===== src/rtl/color_classify.sv =====
// color_classify
//   Classifies raw R/G/B sensor counts as NONE, RED, GREEN, BLUE or DARK.
//   The class is debounced over PERSIST agreeing samples. The block then
//   drives the legacy per-colour valid flags, a class code, a one-cycle
//   change pulse and a GRB word for a WS2812 LED driver.
//
// Ports
//   sys_clk     in   system clock, rising edge
//   sys_rst_n   in   asynchronous active-low reset
//   in_valid    in   sample present on r/g/b_data
//   in_ready    out  block can accept a sample (high only in S_IDLE)
//   r_data      in   red channel count   [DATA_W-1:0]
//   g_data      in   green channel count [DATA_W-1:0]
//   b_data      in   blue channel count  [DATA_W-1:0]
//   class_code  out  0 NONE, 1 RED, 2 GREEN, 3 BLUE, 4 DARK
//   class_chg   out  one-cycle pulse when class_code changes
//   r_valid     out  class_code == RED
//   g_valid     out  class_code == GREEN
//   b_valid     out  class_code == BLUE
//   led_grb     out  {G,R,B} colour word
module color_classify #(
  parameter int         DATA_W  = 16,
  parameter int         MARGIN  = 64,
  parameter int         DARK_TH = 100,
  parameter int         PERSIST = 4,
  parameter logic [7:0] BRIGHT  = 8'h20
) (
  input  logic              sys_clk,
  input  logic              sys_rst_n,
  input  logic              in_valid,
  output logic              in_ready,
  input  logic [DATA_W-1:0] r_data,
  input  logic [DATA_W-1:0] g_data,
  input  logic [DATA_W-1:0] b_data,
  output logic [2:0]        class_code,
  output logic              class_chg,
  output logic              r_valid,
  output logic              g_valid,
  output logic              b_valid,
  output logic [23:0]       led_grb
);

  localparam int              CNT_W    = $clog2(PERSIST + 1);
  localparam logic [CNT_W-1:0] CNT_MAX = CNT_W'(PERSIST);
  localparam logic [CNT_W-1:0] CNT_ONE = CNT_W'(1);
  localparam logic [DATA_W:0] MARGIN_X = (DATA_W + 1)'(MARGIN);
  localparam logic [DATA_W-1:0] DARK_X = DATA_W'(DARK_TH);
  localparam logic [7:0]      DIM      = BRIGHT >> 2;

  typedef enum logic [2:0] {
    C_NONE  = 3'd0,
    C_RED   = 3'd1,
    C_GREEN = 3'd2,
    C_BLUE  = 3'd3,
    C_DARK  = 3'd4
  } cls_t;

  typedef enum logic [1:0] {
    S_IDLE,
    S_CMP,
    S_UPD
  } state_t;

  state_t            state;
  state_t            state_nxt;
  logic [DATA_W-1:0] r_q;
  logic [DATA_W-1:0] g_q;
  logic [DATA_W-1:0] b_q;
  cls_t              cand_comb;
  cls_t              cand_q;
  cls_t              pending;
  cls_t              class_q;
  logic [CNT_W-1:0]  count;
  logic [CNT_W-1:0]  count_nxt;
  logic              fire;

  function automatic logic [23:0] led_for(input cls_t c);
    case (c)
      C_RED:   led_for = {8'h00, BRIGHT, 8'h00};
      C_GREEN: led_for = {BRIGHT, 8'h00, 8'h00};
      C_BLUE:  led_for = {8'h00, 8'h00, BRIGHT};
      C_DARK:  led_for = {DIM, DIM, DIM};
      default: led_for = 24'h000000;
    endcase
  endfunction

  always_ff @(posedge sys_clk or negedge sys_rst_n) begin
    if (!sys_rst_n) state <= S_IDLE;
    else            state <= state_nxt;
  end

  always_comb begin
    state_nxt = state;
    in_ready  = 1'b0;
    case (state)
      S_IDLE: begin
        in_ready = 1'b1;
        if (in_valid) state_nxt = S_CMP;
      end
      S_CMP:   state_nxt = S_UPD;
      S_UPD:   state_nxt = S_IDLE;
      default: state_nxt = S_IDLE;
    endcase
  end

  // Sample capture; later changes on the input bus are ignored.
  always_ff @(posedge sys_clk or negedge sys_rst_n) begin
    if (!sys_rst_n) begin
      r_q <= '0;
      g_q <= '0;
      b_q <= '0;
    end else if (state == S_IDLE && in_valid) begin
      r_q <= r_data;
      g_q <= g_data;
      b_q <= b_data;
    end
  end

  // Margin sums use one extra bit so a bright channel plus MARGIN never
  // wraps around and lets a smaller channel win.
  always_comb begin
    logic [DATA_W:0] rx, gx, bx;
    rx = {1'b0, r_q};
    gx = {1'b0, g_q};
    bx = {1'b0, b_q};
    cand_comb = C_NONE;
    if (r_q < DARK_X && g_q < DARK_X && b_q < DARK_X)
      cand_comb = C_DARK;
    else if (rx > gx + MARGIN_X && rx > bx + MARGIN_X)
      cand_comb = C_RED;
    else if (gx > rx + MARGIN_X && gx > bx + MARGIN_X)
      cand_comb = C_GREEN;
    else if (bx > rx + MARGIN_X && bx > gx + MARGIN_X)
      cand_comb = C_BLUE;
  end

  always_ff @(posedge sys_clk or negedge sys_rst_n) begin
    if (!sys_rst_n)          cand_q <= C_NONE;
    else if (state == S_CMP) cand_q <= cand_comb;
  end

  // Run length of identical candidates, saturating at PERSIST so a long
  // run cannot produce a second change pulse.
  always_comb begin
    count_nxt = CNT_ONE;
    if (cand_q == pending)
      count_nxt = (count == CNT_MAX) ? CNT_MAX : count + CNT_ONE;
    fire = (count_nxt == CNT_MAX) && (cand_q != class_q);
  end

  always_ff @(posedge sys_clk or negedge sys_rst_n) begin
    if (!sys_rst_n) begin
      pending   <= C_NONE;
      count     <= '0;
      class_q   <= C_NONE;
      class_chg <= 1'b0;
      r_valid   <= 1'b0;
      g_valid   <= 1'b0;
      b_valid   <= 1'b0;
      led_grb   <= 24'h000000;
    end else begin
      class_chg <= 1'b0;
      if (state == S_UPD) begin
        pending <= cand_q;
        count   <= count_nxt;
        if (fire) begin
          class_q   <= cand_q;
          class_chg <= 1'b1;
          r_valid   <= (cand_q == C_RED);
          g_valid   <= (cand_q == C_GREEN);
          b_valid   <= (cand_q == C_BLUE);
          led_grb   <= led_for(cand_q);
        end
      end
    end
  end

  assign class_code = class_q;

endmodule


===== config.mk =====
export PLATFORM = sky130hd
export DESIGN_NAME = color_classify
export DESIGN_NICKNAME = d
export VERILOG_FILES = /design/src/rtl/color_classify.sv
export SDC_FILE = /design/constraint.sdc
export NUM_CORES = 1
export LEC_CHECK = 0
export CORE_UTILIZATION = 25
export DETAILED_ROUTE_END_ITERATION = 6
export SLEW_MARGIN = 20
export SYNTH_ARGS = -nofsm -noshare
export SYNTH_HDL_FRONTEND = slang
export SYNTH_SLANG_ARGS = --single-unit

===== constraint.sdc =====
create_clock -name sys_clk -period 4.05 [get_ports sys_clk]
set_clock_uncertainty 0.05 [all_clocks]
set_input_delay 0.81 -clock sys_clk [delete_from_list [all_inputs] [get_ports sys_clk]]
set_output_delay 0.81 -clock sys_clk [all_outputs]
set_load 0.05 [all_outputs]

## Word-level counts from Yosys, hierarchy flattened

Cells that the tools add are included.

| word-level totals | value |
|---|---|
| input port bits | 51 |
| output and inout port bits | 32 |
| flip-flop bits (word level) | 90 |
| word-level logic and storage cells | 58 |

| operators by class | value |
|---|---|
| equality and inequality tests | 11 |
| $add $sub $neg | 4 |
| order comparisons | 9 |
| reduce and logical (&&, ||, !) cells | 9 |
| mux-type cells | 12 |

Operators with widths:

| kind | count |
|---|---|
| $gt 16x17->1 | 6 |
| $pmux 22 s4 | 1 |
| $add 16x7->17 const B | 3 |
| $lt 16x7->1 const B | 3 |
| $eq 3x3->1 const B | 3 |
| $mux 3 | 3 |
| $mux 2 | 4 |
| $logic_and 1x1->1 | 7 |
| $eq 3x2->1 const B | 2 |
| $pmux 2 s2 | 1 |
| $add 3x1->3 const B | 1 |
| $eq 3x1->1 const B | 1 |
| $eq 3x3->1 | 1 |
| $mux 1 | 3 |
| $ne 3x3->1 | 1 |
| $eq 2x1->1 const B | 1 |
| $eq 2x2->1 const B | 1 |
| $logic_not 2->1 | 1 |
| $ne 2x2->1 const B | 1 |
| $reduce_and 2->1 | 1 |

## Logic depth before layout (Yosys ltp)

Gate-level depths: netlist (run 1).

| depth | value |
|---|---|
| depth after elaboration | 7 |
| gate-level depth with buffers | 13 |
| depth with buffers taken out | 12 |

## Worst setup path before layout (run 1)

OpenSTA, ideal clock, no wires.

| timing path | value |
|---|---|
| path kind | register to register |
| start | register b_q[6] |
| end | register cand_q[0] |
| arrival time | 2.825 ns |
| data required time | 3.874 ns |
| clock period less this slack | 3.001 ns |
| path buffers | 0 |
| cell stages (with the launch flop) | 13 |
| slack | 1.049 ns |
| library setup time | 0.126 ns |
| cell sequence | dfrtp_1 > ha_1 > xnor2_1 > ha_1 > a21oi_1 > nand2_1 > or4_1 > o2111a_1 > a2111oi_0 > o22ai_1 > nand4_1 > nor2_1 > a221o_1 |

| between the ends | value |
|---|---|
| word-level cells in the longest chain between the ends | 6 |
| elaborated cells on any way between the ends | 14 |
| those cells by class | 1 x add/sub; 5 x order compare; 4 x mux; 4 x reduce/logical |

RTL lines:

| element | RTL line | source |
|---|---|---|
| start: declaration | 68 | `logic [DATA_W-1:0] b_q;` |
| start signal: assignment | 115 | `b_q <= b_data;` |
| $add 16x7->17 / $gt 16x17->1 (equally long branches) | 129, 131, 133 |  |
| $gt 16x17->1 / $logic_and 1x1->1 (equally long branches) | 131, 133 |  |
| $logic_and 1x1->1 / $mux 2 (equally long branches) | 131, 133 |  |
| $mux 2 | 131 | `else if (gx > rx + MARGIN_X && gx > bx + MARGIN_X)` |
| $mux 2 | 129 | `else if (rx > gx + MARGIN_X && rx > bx + MARGIN_X)` |
| $mux 3 (*) | 127 | `if (r_q < DARK_X && g_q < DARK_X && b_q < DARK_X)` |
| end signal: assignment | 139 | `else if (state == S_CMP) cand_q <= cand_comb;` |
| end: declaration | 70 | `cls_t cand_q;` |

Every way passes the cells marked *; elsewhere a longest branch is shown, timed or not.
A chain may end at the register's enable or synchronous reset.

## Final worst setup path (run 1)

Same ends and word-level chain as after synthesis.

==> results of run 1 <==
cell usage after synthesis (3+ instances only):
cell type,count
o22ai_1,9
inv_1,45
o211a_1,4
ha_1,65
nand4_1,10
buf_6,5
a211oi_1,5
a31oi_1,4
nand3_1,35
buf_2,9
maj3_1,11
a2111oi_0,3
clkbuf_1,22
a221oi_1,5
mux2_2,21
o2111ai_1,4
o21ai_0,50
o211ai_1,5
and3_1,8
a211o_1,6
nor3_1,11
o311ai_0,5
and4_1,4
xnor2_1,38
xor2_1,19
o21a_1,5
a21oi_1,17
nand2_1,75
dfrtp_1,70
o31ai_1,5
or3_1,7
nor2_1,33
a21o_1,3
o221ai_1,3
and2_1,4
maj3_2,4
o21ai_1,4
buf_4,23
nor4_1,13
sequential cells by signal (all words and copies together), names as in the netlist, 2 cells and up:
name,flops
b_q,16
led_grb,4
count,3
cand_q,3
g_q,16
r_q,16
state,2
pending,3
class_code,3
tightest hold or removal path, cell delays in order (launching register included):
cell and delay (ns):
dfrtp_1 0.35, nand2_1 0.05, nand2_1 0.05
path summary, 6_finish.rpt:
path | startpoint | slack, ns | end
max | b_q[6] | 0.56 | cand_q[0]
min | pending[1] | 0.44 | pending[1]
max reg2reg | b_q[6] | 0.56 | cand_q[0]
min reg2reg | pending[1] | 0.44 | pending[1]
max in group asynchronous | sys_rst_n | 2.82 | b_q[14]
min in group asynchronous | sys_rst_n | 0.53 | g_q[3]
power groups by stage:
| stage | Combinational, mW | Sequential (mW) | Clock, mW |
|---|---|---|---|
| 2_1_floorplan | 1.70 | 1.04 | 0 |
| 3_3_place_gp | 2.05 | 1.23 | 0 |
| 3_5_place_dp | 2.07 | 1.24 | 0 |
| 4_1_cts | 2.08 | 1.23 | 0.812 |
| 5_1_grt | 2.32 | 1.27 | 0.839 |
| 6_report | 2.09 | 1.24 | 0.796 |
per-stage QoR:
| step | std cells | instance area, µm² | total power, mW | worst slack (ns) |
|---|---|---|---|---|
| 2_1_floorplan | 731 | 6310 | 2.75 | 1.05 |
| 3_3_place_gp | 1069 | 7080 | 3.28 | 0.716 |
| 3_5_place_dp | 1069 | 7080 | 3.31 | 0.626 |
| 4_1_cts | 1084 | 7370 | 4.12 | 0.605 |
| 5_1_grt | 1084 | 7370 | 4.42 | 0.317 |
| 6_report | 1084 | 7370 | 4.13 | 0.563 |
cell usage in the layout (no fill, tap or decap), drive strengths merged, types with 5 or more instances in the layout:
master	count
or3	7
mux2	21
xor2	20
ha	65
maj3	15
a221oi	6
o22ai	9
nor3	11
dfrtp	70
xnor2	41
a211oi	5
nor2	35
inv	46
a211o	6
a21oi	17
clkdlybuf4s50	63
o31ai	5
nand3	37
conb	18
buf	10
o21a	5
o211ai	5
clkbuf	11
o311ai	5
nor4	13
nand2	75
o21ai	54
and3	8
nand4	12
cells by family after synthesis:
family	share of synthesized area [%]
other cells	0.0600
simple gates	17.5
xor+xnor	9.21
buf+inv	8.53
compound gates	17.3
mux	3.94
fa+ha+maj	15.5
flops	28.0
cell type report:
cell class / instances / area [µm²]
Clock buffer: 11 / 243
Clock inverter: 4 / 47.5
Fill cell: 2566 / 17000
Inverter: 47 / 176
Multi-Input combinational cell: 555 / 4030
Sequential cell: 70 / 1750
Tap cell: 324 / 405
Timing Repair Buffer: 73 / 718
layer usage:
metal / share of wire, % / up-vias / GRT usage, %
li1: - / 2620 / -
met1: 48 / 2603 / 20.0
met2: 44 / 173 / 21.3
met3: 5.1 / 41 / 2.13
met4: 3.6 / 0 / 7.88
met5: 0 / - / 0
==> results by group, run 1 <==
Outcome
  – Status: complete, no violations

Layout
  – Fin nets: 872
  – Final Util: 30.2%
  – Area Growth Syn to Fin: 18.0%
  – Layout cells sized above 1: 9.08%
  – Ant diodes: 0

Synthesis
  – Area contributors post-synth: dfrtp_1, ha_1, xnor2_1
  – Async SR Flop Fraction: 100%
  – Main synth FF type: dfrtp_1
  – Register area share after synthesis: 28.0%
  – Number of synthesized flops with an enable pin: 0
  – Cell variety after synth: 75
  – Mapped Area: 6250 µm²
  – Number of synthesized register bits: 70
  – Cells after Synth: 714
  – Yosys warns: 0
  – Top cell type's share of synthesized area: 28.0%
  – Largest area contributor in the netlist: dfrtp_1
  – Synth Area per Inst: 8.75 µm²

Detailed routing
  – Initial DRC count: 293
  – Vias: 5437
  – Drt pass-1 iters: 5
  – DR DRC count: 0
  – Wire per inst: 16.6 µm
  – Vias/cell: 5.02
  – Final wirelength: 17.9 mm
  – Antenna Violating Nets Remaining: 0

Critical path
  – CP Max Fanout: 8
  – Slowest CP cell: o311ai_0
  – Data required, critical path: 4.29 ns
  – Critical Path Stages: 12
  – Crit path launch type: flip-flop
  – CP Class: flip-flop to flip-flop
  – Crit path buf inv count: 0
  – Crit path cell chain: ha_1 > xnor2_1 > ha_1 > a21oi_1 > nand2_1 > o311ai_0 > a21oi_1 > a2bb2oi_1 > o21ai_0 > o2111ai_1 > nor4b_2 > a221o_1
  – Top delay family on crit path: compound AO/OA/AOI/OAI gates
  – WP data arrival: 3.72 ns
  – CP endpoint kind: flip-flop
  – Depth of the most critical reg-to-reg path: 12
  – Max stage delay on crit path: 0.73 ns

Clock tree
  – Hold_buf cts: 0
  – CTS tree: yes
  – CTS buffer count: 9
  – Post_cts resized: 0
  – Clk_lat worst skew: 0.35 ns
  – CTS sink count: 70
  – Htree depth: 3
  – Reg clk slew, reported paths: 0.05 ns
  – Root Buffer Master: clkbuf_16
  – Setup Buffers After CTS: 0
  – CTS Buffer Depth: 2

Placement
  – DP Wirelength: 13.8 mm
  – RePlAce Congestion: 0.896
  – Buffers on Ports: 64

Hold path
  – Hold path cells: 2
  – Hold crit path type: flip-flop to flip-flop

Timing
  – Final min period: 3.49 ns
  – Slew margin rel.: 40.3%
  – Slew @ Worst Pin: 0.896 ns
  – Fmax: 287 MHz
  – Hold_ws: 0.444 ns
  – Fin crit share: 86.1%
  – Slew Viols, Final: 0
  – Setup TNS: 0 ns
  – Fin. Hold Viols: 0
  – Final setup violation count: 0
  – Unrepaired setup endpoints after global routing: no

Floorplanning
  – FP Rows: 57
  – Die H: 160 µm
  – Core area: 24400 µm²
  – Die width: 160 µm
  – Initial core utilization: 25.6%
  – Die footprint: 25600 µm²
  – IO Count: 83

Global route
  – Largest net degree at the start of global routing: 71
  – First-pass GRT wire length: 29.0 mm
  – Overall routing resource usage: 14.4%
  – Vias in the first global route: 5262
  – Grt total ovfl: 0
  – Initial antenna violation count: 0

Power and ir drop
  – Gate power share: 50.7%
  – Sw frac: 45.0%
  – Pwr/cell area: 560 nW/µm²
  – Clock Power Share: 19.3%
  – Sw Pwr: 1.85 mW
  – Seq pwr share: 30.0%
  – Internal power: 2.27 mW
  – Leakage: 3.01 nW
  – Maximum vdd drop: 0.223 mV

Flow run
  – Max-Cap Viols: 0
No activity file was read; power rests on OpenSTA's default activity.
==> run 2: changes to the inputs <==
- CORE_UTILIZATION: 25 -> 57
- PLACE_DENSITY: default -> 0.82
==> run 2 against run 1 <==
Against the previous run:
- cell area down 4.8%
- non-clock buffer count decreased by 2
- critical path type unchanged
- sequential cell count unchanged
==> results by group, run 2 (same netlist as run 1, synthesis figures left out) <==
Outcome
  – Status: complete, no violations

Layout
  – FILL cells: 898
  – Fin nets: 870
  – Layout cells sized above 1: 8.96%
  – Non-filler cells, final: 895
  – Regs by FF count: b_q x16, g_q x16, r_q x16
  – Ant diodes: 0
  – Area Growth Syn to Fin: 12.3%
  – Most common cell after layout, fill and taps aside: nand2_1
  – Most frequent cells in the layout: nand2_1, dfrtp_1, ha_1

Critical path
  – Crit path cell chain: ha_1 > xnor2_1 > ha_1 > and3_1 > nand2_1 > o211a_1 > a221oi_1 > a2111oi_0 > nor3b_1 > o2111ai_1 > nor4b_2 > a221o_1
  – Depth of the most critical reg-to-reg path: 12
  – Crit path buf inv count: 0
  – Origin of the critical flop-to-flop path: r_q[6]
  – RR Endpoint: cand_q[0]
  – CP endpoint kind: flip-flop
  – Crit path launch type: flip-flop
  – CP Max Fanout: 8
  – Max stage delay on crit path: 0.53 ns
  – Data required, critical path: 4.25 ns
  – Crit-path most repeated cell: ha_1
  – CP Class: flip-flop to flip-flop
  – Top delay family on crit path: compound AO/OA/AOI/OAI gates
  – Slack of the worst reg-to-reg path: 0.59 ns
  – WP data arrival: 3.66 ns
  – Slowest CP cell: dfrtp_1

Timing
  – Slew margin rel.: 48.2%
  – Fin. Hold Viols: 0
  – Slew Viols, Final: 0
  – Fmax: 289 MHz
  – Final setup violation count: 0
  – Slew @ Worst Pin: 0.776 ns
  – Setup TNS: 0 ns
  – Unrepaired setup endpoints after global routing: no
  – Final min period: 3.46 ns
  – Fin crit share: 85.5%

Placement
  – Buffers on Ports: 64
  – RePlAce Congestion: 0.995
  – DP Wirelength: 13.0 mm
  – Cells after DPL: 879

Clock tree
  – Setup Buffers After CTS: 0
  – Htree depth: 3
  – CTS buffer count: 9
  – CTS Buffer Depth: 2
  – Root Buffer Master: clkbuf_8
  – CTS tree: yes
  – Clk_lat worst skew: 0.36 ns
  – CTS sink count: 70
  – Hold_buf cts: 0
  – Post_cts resized: 0
  – Reg clk slew, reported paths: 0.09 ns

Floorplanning
  – Die width: 107 µm
  – Die footprint: 11400 µm²
  – FP Rows: 37
  – Initial core utilization: 59.7%
  – Die H: 107 µm
  – Core area: 10500 µm²
  – IO Count: 83

Detailed routing
  – Final wirelength: 16.9 mm
  – DR DRC count: 0
  – Antenna Violating Nets Remaining: 0
  – Wire per inst: 18.9 µm
  – Vias: 5482
  – Vias/cell: 6.13
  – Initial DRC count: 455
  – Drt pass-1 iters: 5

Global route
  – Overall routing resource usage: 31.8%
  – Initial antenna violation count: 0
  – First-pass GRT wire length: 27.9 mm
  – Largest net degree at the start of global routing: 46
  – Vias in the first global route: 5401
  – Grt total ovfl: 0

Power and ir drop
  – Total power: 3.93 mW
  – Maximum vdd drop: 0.249 mV
  – Pwr/cell area: 560 nW/µm²
  – Leakage: 2.95 nW

Flow run
  – Max-Cap Viols: 0

Hold path
  – Hold crit path type: primary input to asynchronous set/reset pin
==> run 2: cell count changes in the layout (fill, tap and decap cells not counted) <==
| cell | delta |
|---|---|
| clkinvlp_4 | -1 |
| buf_4 | -1 |
| clkbuf_8 | +8 |
| clkinv_2 | -1 |
| clkinv_4 | +3 |
| buf_12 | -1 |
| clkbuf_16 | -9 |
| inv_6 | +1 |
==> run 2: per-layer routing <==
metal  track usage (%)  share of wire [%]  vias to the layer above
li1                  -                  -                     2601
met2              51.8                 47                      272
met5                 0                  0                        -
met4              11.7                2.5                        0
met3              6.75                8.6                       32
met1              41.4                 42                     2577
==> run 2: report_power, final <==
| part | switching (mW) | internal (mW) | total [mW] |
|---|---|---|---|
| clock | 0.308 | 0.289 | 0.597 |
| combinational | 1.17 | 0.911 | 2.08 |
| sequential | 0.398 | 0.861 | 1.26 |
==> run 2: worst max path at each step <==
| stage | start | slack [ns] | endpoint | depth (start not counted) |
|---|---|---|---|---|
| CTS | r_q[6] | 0.67 | cand_q[0] | 12 |
| global placement | b_q[6] | 0.78 | cand_q[0] | 12 |
| floorplan | b_q[6] | 1.05 | cand_q[0] | 12 |
| global route | r_q[6] | 0.33 | cand_q[0] | 12 |
| finish | r_q[6] | 0.59 | cand_q[0] | 12 |
| detailed placement | r_q[6] | 0.70 | cand_q[0] | 12 |
==> run 2: through the flow <==
stage               instance area [µm²]  hold slack [ns]  setup slack, ns  util (%)
floorplan                          6310            0.417             1.05         -
global placement                   6820            0.433            0.778      65.2
detailed placement                 6820            0.446            0.698      65.2
CTS                                7020            0.466            0.670      67.1
global route                       7020            0.435            0.327      67.1
finish                             7020            0.395            0.589      67.1
==> run 2: layout make-up <==
cell class | count | area [µm²] | share of cell area, %
Multi-Input combinational cell | 555 | 4030 | 57.4
Sequential cell | 70 | 1750 | 25.0
Timing Repair Buffer | 71 | 691 | 9.84
Inverter | 47 | 176 | 2.51
Tap cell | 136 | 170 | 2.42
Clock buffer | 10 | 128 | 1.82
Clock inverter | 6 | 70.1 | 0.998
